[src/rtl/mul_stage.sv]
// Sequential shift-add unsigned multiplier feeding the square-root stage.
// One partial product per clock; a one-entry output register lets the next multiply overlap a stalled consumer.
module mul_stage #(
    parameter int WIDTH = 8
) (
    input  logic                 clk_i,
    input  logic                 rst_i,
    input  logic [WIDTH-1:0]     a_bi,
    input  logic [WIDTH-1:0]     b_bi,
    input  logic                 start_i,
    output logic                 ready_o,
    output logic                 busy_o,
    output logic [2*WIDTH-1:0]   y_bo,
    output logic                 y_valid_o,
    input  logic                 ds_ready_i
);

    localparam int PW = 2 * WIDTH;
    localparam int CW = $clog2(WIDTH + 1);

    typedef enum logic [1:0] {
        IDLE = 2'd0,
        WORK = 2'd1,
        DONE = 2'd2
    } state_t;

    state_t          state_q, state_d;
    logic [PW-1:0]   mcand_q;
    logic [PW-1:0]   acc_q;
    logic [PW-1:0]   acc_sum;
    logic [WIDTH-1:0] mplier_q;
    logic [CW-1:0]   cnt_q;
    logic            accept;
    logic            last_step;
    logic            slot_free;
    logic            load_y;
    logic [PW-1:0]   load_val;

    assign accept    = start_i && (state_q == IDLE);
    assign last_step = (cnt_q == CW'(WIDTH - 1));
    // The slot counts as free when it is empty or being emptied on this same edge.
    assign slot_free = !y_valid_o || ds_ready_i;
    assign acc_sum   = acc_q + (mplier_q[0] ? mcand_q : '0);

    assign ready_o = (state_q == IDLE);
    assign busy_o  = !ready_o;

    // NOTE: every output of this block gets a default first, so no path leaves one unassigned and no latch is inferred.
    always_comb begin
        state_d  = state_q;
        load_y   = 1'b0;
        load_val = acc_q;
        unique case (state_q)
            IDLE: begin
                if (accept) state_d = WORK;
            end
            WORK: begin
                if (last_step) begin
                    if (slot_free) begin
                        load_y   = 1'b1;
                        load_val = acc_sum;
                        state_d  = IDLE;
                    end else begin
                        state_d = DONE;
                    end
                end
            end
            DONE: begin
                if (slot_free) begin
                    load_y  = 1'b1;
                    state_d = IDLE;
                end
            end
            default: state_d = IDLE;
        endcase
    end

    // NOTE: sequential state uses non-blocking assignments so every register samples pre-edge values.
    always_ff @(posedge clk_i or posedge rst_i) begin
        if (rst_i) state_q <= IDLE;
        else       state_q <= state_d;
    end

    always_ff @(posedge clk_i or posedge rst_i) begin
        if (rst_i) begin
            mcand_q  <= '0;
            mplier_q <= '0;
            acc_q    <= '0;
            cnt_q    <= '0;
        end else begin
            unique case (state_q)
                IDLE: begin
                    if (accept) begin
                        mcand_q  <= PW'(a_bi);
                        mplier_q <= b_bi;
                        acc_q    <= '0;
                        cnt_q    <= '0;
                    end
                end
                WORK: begin
                    acc_q    <= acc_sum;
                    mcand_q  <= mcand_q << 1;
                    mplier_q <= mplier_q >> 1;
                    cnt_q    <= cnt_q + 1'b1;
                end
                default: ;
            endcase
        end
    end

    // A load on a transfer edge overrides the clear, keeping y_valid_o high with the new product.
    always_ff @(posedge clk_i or posedge rst_i) begin
        if (rst_i) begin
            y_bo      <= '0;
            y_valid_o <= 1'b0;
        end else if (load_y) begin
            y_bo      <= load_val;
            y_valid_o <= 1'b1;
        end else if (y_valid_o && ds_ready_i) begin
            y_valid_o <= 1'b0;
        end
    end

endmodule

[config.mk]
export PLATFORM = sky130hd
export DESIGN_NAME = mul_stage
export DESIGN_NICKNAME = d
export VERILOG_FILES = /design/src/rtl/mul_stage.sv
export SDC_FILE = /design/constraint.sdc
export NUM_CORES = 1
export LEC_CHECK = 0
export ABC_AREA = 1
export CORE_ASPECT_RATIO = 0.7
export CORE_MARGIN = 2
export CORE_UTILIZATION = 40
export DETAILED_ROUTE_END_ITERATION = 6
export GPL_ROUTABILITY_DRIVEN = 0
export SLEW_MARGIN = 20
export SYNTH_ARGS = -nofsm -noshare
export SYNTH_HDL_FRONTEND = slang
export SYNTH_SLANG_ARGS = --single-unit
[constraint.sdc]
create_clock -name clk_i -period 1.97 [get_ports clk_i]
set_clock_uncertainty 0.05 [all_clocks]
set_input_delay 0.4925 -clock clk_i [delete_from_list [all_inputs] [get_ports clk_i]]
set_output_delay 0.4925 -clock clk_i [all_outputs]
set_load 0.1 [all_outputs]
# Yosys cells after proc, flatten, opt, wreduce, memory -nomap -nowiden
# Cells that the tools add are included.
[op_classes]
addsub = 2
n_eq_ne = 6
mux = 22
n_reduce_logical = 10
[op_table]
columns = ["cell", "n"]
rows = [
  ["$mux W16", 6],
  ["$pmux W16 S2", 2],
  ["$add A16 B16 Y16", 1],
  ["$pmux W8 S2", 1],
  ["$mux W2", 4],
  ["$mux W8", 1],
  ["$pmux W4 S2", 1],
  ["$pmux W2 S3", 1],
  ["$add A4 B1 Y4 const B", 1],
  ["$eq A4 B3 Y1 const B", 1],
  ["$mux W1", 4],
  ["$mux W4", 1],
  ["$ne A2 B2 Y1 const B", 2],
  ["$reduce_bool A2 Y1", 2],
  ["$reduce_and A3 Y1", 1],
  ["$eq A2 B1 Y1 const B", 1],
  ["$eq A2 B2 Y1 const B", 1],
  ["$logic_and A1 B1 Y1", 2],
  ["$logic_not A1 Y1", 2],
  ["$logic_not A2 Y1", 1],
  ["$ne A2 B1 Y1 const B", 1],
  ["$pmux W1 S2", 1],
  ["$reduce_and A2 Y1", 1],
  ["$logic_or A1 B1 Y1", 1],
]
[word_totals]
reg_bits = 63
input_bits = 20
output_inout_bits = 19

# Longest topological paths before layout
[depth]
depth_word = 6
mapped_depth = 16

# Least setup slack after synthesis
# OpenSTA, ideal clock, no wires.
[synth_timing]
kind = "register to register"
start = "register state_q[0]"
end = "register mplier_q[0]"
arrival_ps = 2880
slack_ps = -1090
path_stages_with_launch = 12
path_buffers = 2
period_less_slack_ps = 3060
path_cell_list = "dfrtp_1 > inv_1 > ha_1 > inv_1 > nor2_2 > nor2_4 > inv_2 > nand2_2 > buf_6 > buf_6 > nor2_1 > a31oi_1"
[synth_between]
elab_chain_cells = 4
word_cells_on_any_way = 7
classes_between = "eq/ne: 2; mux: 1; reduce/logical: 4"
[synth_rtl]
columns = ["element", "line_no", "text"]
rows = [
  ["start: declaration", "27", "state_t state_q, state_d;"],
  ["start signal: assignment", "81", "else state_q <= state_d;"],
  ["$logic_not A2 Y1 *", "n/a", ""],
  ["named net ready_o", "11", "output logic ready_o,"],
  ["$logic_and A1 B1 Y1", "39", "assign accept = start_i && (state_q == IDLE);"],
  ["$ne A2 B1 Y1 (no source line)", "n/a", ""],
  ["$reduce_and A2 Y1 (no source line)", "n/a", ""],
  ["end signal: assignment", "95", "mplier_q <= b_bi;"],
  ["end signal: assignment", "103", "mplier_q <= mplier_q >> 1;"],
  ["end: declaration", "31", "logic [WIDTH-1:0] mplier_q;"],
]
# The timed path passes the listed nets; every way through them passes the cells marked *.
# A chain may end at the register's enable or synchronous reset.

# Worst setup path after layout
[layout_timing]
start = "register mplier_q[0]"
end = "register y_bo[14]"
[layout_between]
elab_chain_cells = 5
[layout_rtl]
columns = ["element", "line_no", "text"]
rows = [
  ["$mux W16", "43", "assign acc_sum = acc_q + (mplier_q[0] ? mcand_q : '0);"],
  ["$add A16 B16 Y16", "43", ""],
  ["$mux W16", "59", "if (slot_free) begin"],
  ["$mux W16", "58", "if (last_step) begin"],
  ["$mux W16", "53", "unique case (state_q)"],
  ["end signal: assignment", "117", "y_bo <= load_val;"],
  ["end: declaration", "13", "output logic [2*WIDTH-1:0] y_bo,"],
]
# Every way passes these cells.

==> impl_results.md <==
- Status: finished with violations
- Failing checks: setup timing
- Min-delay worst type: reg2reg
- WL/cell: 15.1 um
- Crit path max-delay family: simple AND/OR/NAND/NOR gates
- Crit path top cell by count: nand2_1
- Most frequent cells in the layout: nand2_1 (165), inv_1 (68), dfrtp_1 (61)
- # nets final: 672
- Vias: 3798
- Leakage: 0.00293 uW
- Max VDD drop: 1.65 mV
- Clock buffer depth: 2
- Share of layout cells above drive strength 1: 33.4%
- Vias in the first global route: 3629
- CTS H-Tree Depth: 3
- CP max FO: 8
- R2r setup slk: -0.05 ns
- Cell Pwr Density: 1750 nW/um^2
- Routed WL: 11500 um
- Antenna Cells: 0
- Die ar.: 10600 um^2
- Antenna Nets Post-Route: 0
- Worst setup margin: -0.0496 ns
- Clk sinks: 63
- GR Util All Layers: 22.6%
- RSZ-0062 raised after global routing: true
- Slew Viols, Final: 0
- Max Fclk: 0.495 GHz
- Max cap viols: 0
- Min Tclk post-route: 2.02 ns
- Core area: 9610 um^2
- Warnings, synthesis: 0
- Drt first pass iters: 4
- CTS tree: built
- Clock transition at path regs: 0.05 ns
- Crit share post-route: 103%
- Drt drc: 0
- Sequential area share after synthesis: 40.3%
- Seq cells post-synth: 63
- Grt ovf: 0
- CP required: 2.14 ns
- Die width: 122 um
- Final hold viol count: 0
- Setup crit end kind: flip-flop
- Most common cell after layout, fill and taps aside: nand2_1
- Kind of critical path: reg2reg
- Fin Hold WS: 0.458 ns
- Setup Viol. Count Final: 6
- Slowest cell on crit path: dfrtp_2
- Number of buffers and inverters on the critical path: 5
- HPWL after DPL: 7690 um
- Total CTS buffers: 9
- Via/cell ratio: 4.96
- CP Launch Type: flip-flop
- Critical Path AT: 2.19 ns
- Distinct cells, synth: 37
- Starting density of the core: 40.7%
- Mapped Cells: 538
- Largest net degree at the start of global routing: 50
- Initial DRC Count: 260
- Max_slew headroom: 81.6%
- Area delta synth->final: 49.5%
- Netlist Area Pre-Place: 3910 um^2
- Critical path cell sequence: buf_6 > buf_6 > nand2_2 > inv_2 > ha_4 > nand2_4 > inv_2 > nand2_1 > nand2_1 > a21oi_2 > buf_4 > nand3_2 > nand3_2 > nand2_2 > nand2_1
- Root buffer cell: clkbuf_16
- Worst skew pair latency: 0.34 ns
- Cell Rows: 30
- Slowest stage delay, CP: 0.43 ns
- Input/output buffers: 38
- Slew @ Worst Pin: 0.274 ns
- Synthesized area per cell: 7.27 um^2
- Synth Net Count: 578
- Initial antenna violation count: 0
- Vert. Die Dim: 86.8 um
- Final Total Pwr: 10300 uW
- I/O Pins: 39
- First-pass GRT wire length: 18400 um
final timing paths:
| check | from | to | depth (start not counted) |
|---|---|---|---|
| worst max register to register | mplier_q[0]$_DFFE_PP0P_ | y_bo[14]$_DFFE_PP0P_ | 15 |
| worst min-delay path | mcand_q[15]$_DFFE_PP0P_ | mcand_q[15]$_DFFE_PP0P_ | 2 |
| worst max-delay path | mplier_q[0]$_DFFE_PP0P_ | y_bo[14]$_DFFE_PP0P_ | 15 |
| worst min register to register | mcand_q[15]$_DFFE_PP0P_ | mcand_q[15]$_DFFE_PP0P_ | 2 |
| max in group asynchronous | rst_i | y_valid_o$_DFFE_PP0P_ | 3 |
| min in group asynchronous | rst_i | acc_q[4]$_DFFE_PP0P_ | 3 |
report_power, final:
part	switching [uW]	internal [uW]	total [uW]
Sequential	499	1800	2300
Clock	581	916	1500
Combinational	3770	2690	6460
Total	4850	5400	10300
sequential cells by signal (all words and copies together) (netlist names):
signal and count:
y_valid_o 1, mplier_q 8, y_bo 16, mcand_q 16
acc_q 16, cnt_q 4, state_q 2
worst reg2reg max path, stage by stage, from the launching register on:
cell,delay (ns)
dfrtp_2,0.43
buf_6,0.15
buf_6,0.13
nand2_2,0.06
inv_2,0.05
ha_4,0.31
nand2_4,0.07
inv_2,0.04
nand2_1,0.04
nand2_1,0.08
a21oi_2,0.05
buf_4,0.13
nand3_2,0.08
nand3_2,0.08
nand2_2,0.10
nand2_1,0.06
metal layers:
layer | GRT usage, % | share of wire (%) | vias to the layer above
met5 | 0 | 0 | -
met4 | 6.58 | 1.6 | 0
met3 | 5.99 | 6.3 | 16
met2 | 31.9 | 43 | 120
met1 | 33.7 | 49 | 1786
li1 | - | - | 1876
metrics by stage:
step / setup WS, ns / area, um^2 / setup TNS, ns / utilization [%] / std cells
after floorplan: -0.391 / 3950 / -15.36 / - / 538
after global placement: -0.222 / 4990 / -1.27 / 51.9 / 742
after detailed placement: -0.226 / 4990 / -1.79 / 51.9 / 742
after CTS: -0.0249 / 5600 / -0.0491 / 58.2 / 760
after global routing: -0.189 / 5850 / -2.63 / 60.9 / 765
final: -0.0496 / 5850 / -0.138 / 60.9 / 765
logic make-up (layout without fill, tap and decap cells):
| kind of cell | count (synthesis) | after routing | synth area share, % |
|---|---|---|---|
| AO/OA/AOI/OAI | 76 | 76 | 11.4 |
| XOR/XNOR | 6 | 6 | 1.34 |
| adder cells (fa/ha/maj) | 20 | 20 | 6.59 |
| buffers and inverters | 104 | 203 | 11.5 |
| flip-flops | 63 | 63 | 40.3 |
| AND/OR/NAND/NOR | 269 | 269 | 28.9 |
cell usage after synthesis, drive strengths merged:
master  count  area (um^2)
xor2        4         35.0
nor3        2         10.0
o22ai      10         62.6
o21a        3         22.5
nand4       3         18.8
a211oi      1         7.51
and2        1         6.26
a31oi      14         87.6
fa          1         20.0
nand3      22          123
clkinv      1         5.00
a22o        3         26.3
inv        87          334
o31ai       1         7.51
nor2       32          165
xnor2       2         17.5
a21oi      19         95.1
nand3b      2         15.0
buf        11         91.3
ha         19          238
clkbuf      5         18.8
o21ai      25          136
dfrtp      63         1580
nand2     207          795
cell type report:
| class | count | area, um^2 |
|---|---|---|
| fill | 836 | 3760 |
| inverter | 88 | 353 |
| timing repair buffer | 99 | 1060 |
| clock inverter | 3 | 17.5 |
| tap | 128 | 160 |
| clock buffer | 13 | 260 |
| sequential | 63 | 1580 |
| multi-input combinational | 371 | 2420 |
repair_timing:
| action | 4_1_cts | 5_1_grt |
|---|---|---|
| hold buffers | 0 | 0 |
| endpoints found under the hold margin | 0 | 0 |
| resized for setup | 66 | 57 |
| buffers inserted | 2 | 5 |
| endpoints found under the setup margin | 22 | 29 |
| pin swaps | 11 | 36 |
| gates cloned | 0 | 0 |
Note: power is estimated with default switching activity, not from simulation.
==> RTL change: new RTL, same settings <==
Re-encode `state_t` (3 states) as one-hot, 3 bits wide.
--- a/src/rtl/mul_stage.sv
+++ b/src/rtl/mul_stage.sv
@@ -19,8 +19,8 @@
     localparam int CW = $clog2(WIDTH + 1);
 
-    typedef enum logic [1:0] {
-        IDLE = 2'd0,
-        WORK = 2'd1,
-        DONE = 2'd2
+    typedef enum logic [2:0] {
+        IDLE = 3'b001,
+        WORK = 3'b010,
+        DONE = 3'b100
     } state_t;
 
Function: no difference found for any inputs over 4 cycles, from zero or initial values and one cycle with rst_i high; so few cycles prove little.
==> RTL change against the unedited design <==
  * The run still ends with negative setup slack left
  * Critical path type unchanged
  * Wire length decreased by 16%
  * Die area shrank 5.8%
  * Combinational power down 43%
  * Setup slack lost 0.024 ns
  * Final area is 6.8% lower
  * Total power decreased by 29%
  * Critical endpoint is now acc_q[8]
  * Sequential cell count rose by 1
  * Final cell count decreased by 11%
  * Maximum frequency shrank 1.2%
  * Synthesized area decreased by 6.1%
==> RTL change: results <==
export IMPL_status="complete, but fails checks"
export IMPL_violations="negative setup slack"
export IMPL_grt_pass1_vias=3233
export IMPL_cpPeakStageDelay_ns=0.45
export IMPL_grt_pass1_wl_um=16000
export IMPL_syn_nets=508
export IMPL_top_regs="acc_q (16), mcand_q (16), y_bo (16)"
export IMPL_setup_slack_ns=-0.0736
export IMPL_synth_area_top_cells="dfrtp_1 43%, nand2_1 12%, inv_1 5.9%, nor2_1 5.5%, ha_1 5.4%"
export IMPL_grt_max_degree=42
export IMPL_grt_total_usage=0.203
export IMPL_viasPerCell=4.93
export IMPL_r2r_end="acc_q[8]"
export IMPL_totalWireLength_um=9620
export IMPL_finalHoldWorstSlack_ns=0.373
export IMPL_synth_compound_area_frac=0.154
export IMPL_yosysSeqAreaShare=0.436
export IMPL_r2r_setup_slack_ns=-0.07
export IMPL_ir_drop_mv=0.573
export IMPL_fin_tns_setup_ns=-0.321
export IMPL_fillers=816
export IMPL_drive_gt1_frac=0.321
export IMPL_drt_initial_drc_count=226
export IMPL_cts_setup_buffers=3
export IMPL_final_cell_count_no_fill=684
export IMPL_nets=593
export IMPL_setup_viol=9
export IMPL_placed_area_um2=4790
export IMPL_placedCellCount=665
export IMPL_place_ws_ns=-0.214
export IMPL_path_max_fanout=6
export IMPL_yosys_top_cells_count="113 x nand2_1, 63 x dfrtp_1, 58 x inv_1"
export IMPL_hpwl_um=6990
export IMPL_holdCritPathClass="input pin to async pin"
export IMPL_synth_fa_ha_area_frac=0.0599
export IMPL_p_leak_nw=2.61
export IMPL_cp_arrival_ns=2.22
export IMPL_cts_repair_resized=38
export IMPL_drt_first_pass_iters=4
[RTL change: changes by cell type after synthesis, sizes merged, moves of 2 or more]
cell,change
o22ai,+14
nor2,+25
o21a,-2
ha,-3
a21oi,+20
o21ai,-12
a22o,+8
nand3,+5
nand2,-90
a31oi,-12
inv,-23
[RTL change: where the power goes]
group	internal (mW)	leakage, nW	switching (mW)
clock	0.999	0.145	0.569
sequential	1.65	0.835	0.317
combinational	1.66	1.63	2.03
total	4.31	2.61	2.92
[RTL change: metal layers]
layer	global-route usage	routed length [um]	vias up
li1	-	-	1715
met1	0.303	5060	1580
met2	0.285	4000	70
met3	0.0543	444	9
met4	0.0671	113	0
met5	0	0	-
[RTL change: layout make-up]
type | instances | area share
multi-input combinational | 325 | 0.390
sequential | 64 | 0.294
timing repair buffer | 92 | 0.187
inverter | 64 | 0.0479
clock buffer | 11 | 0.0445
tap | 124 | 0.0284
clock inverter | 4 | 0.00826
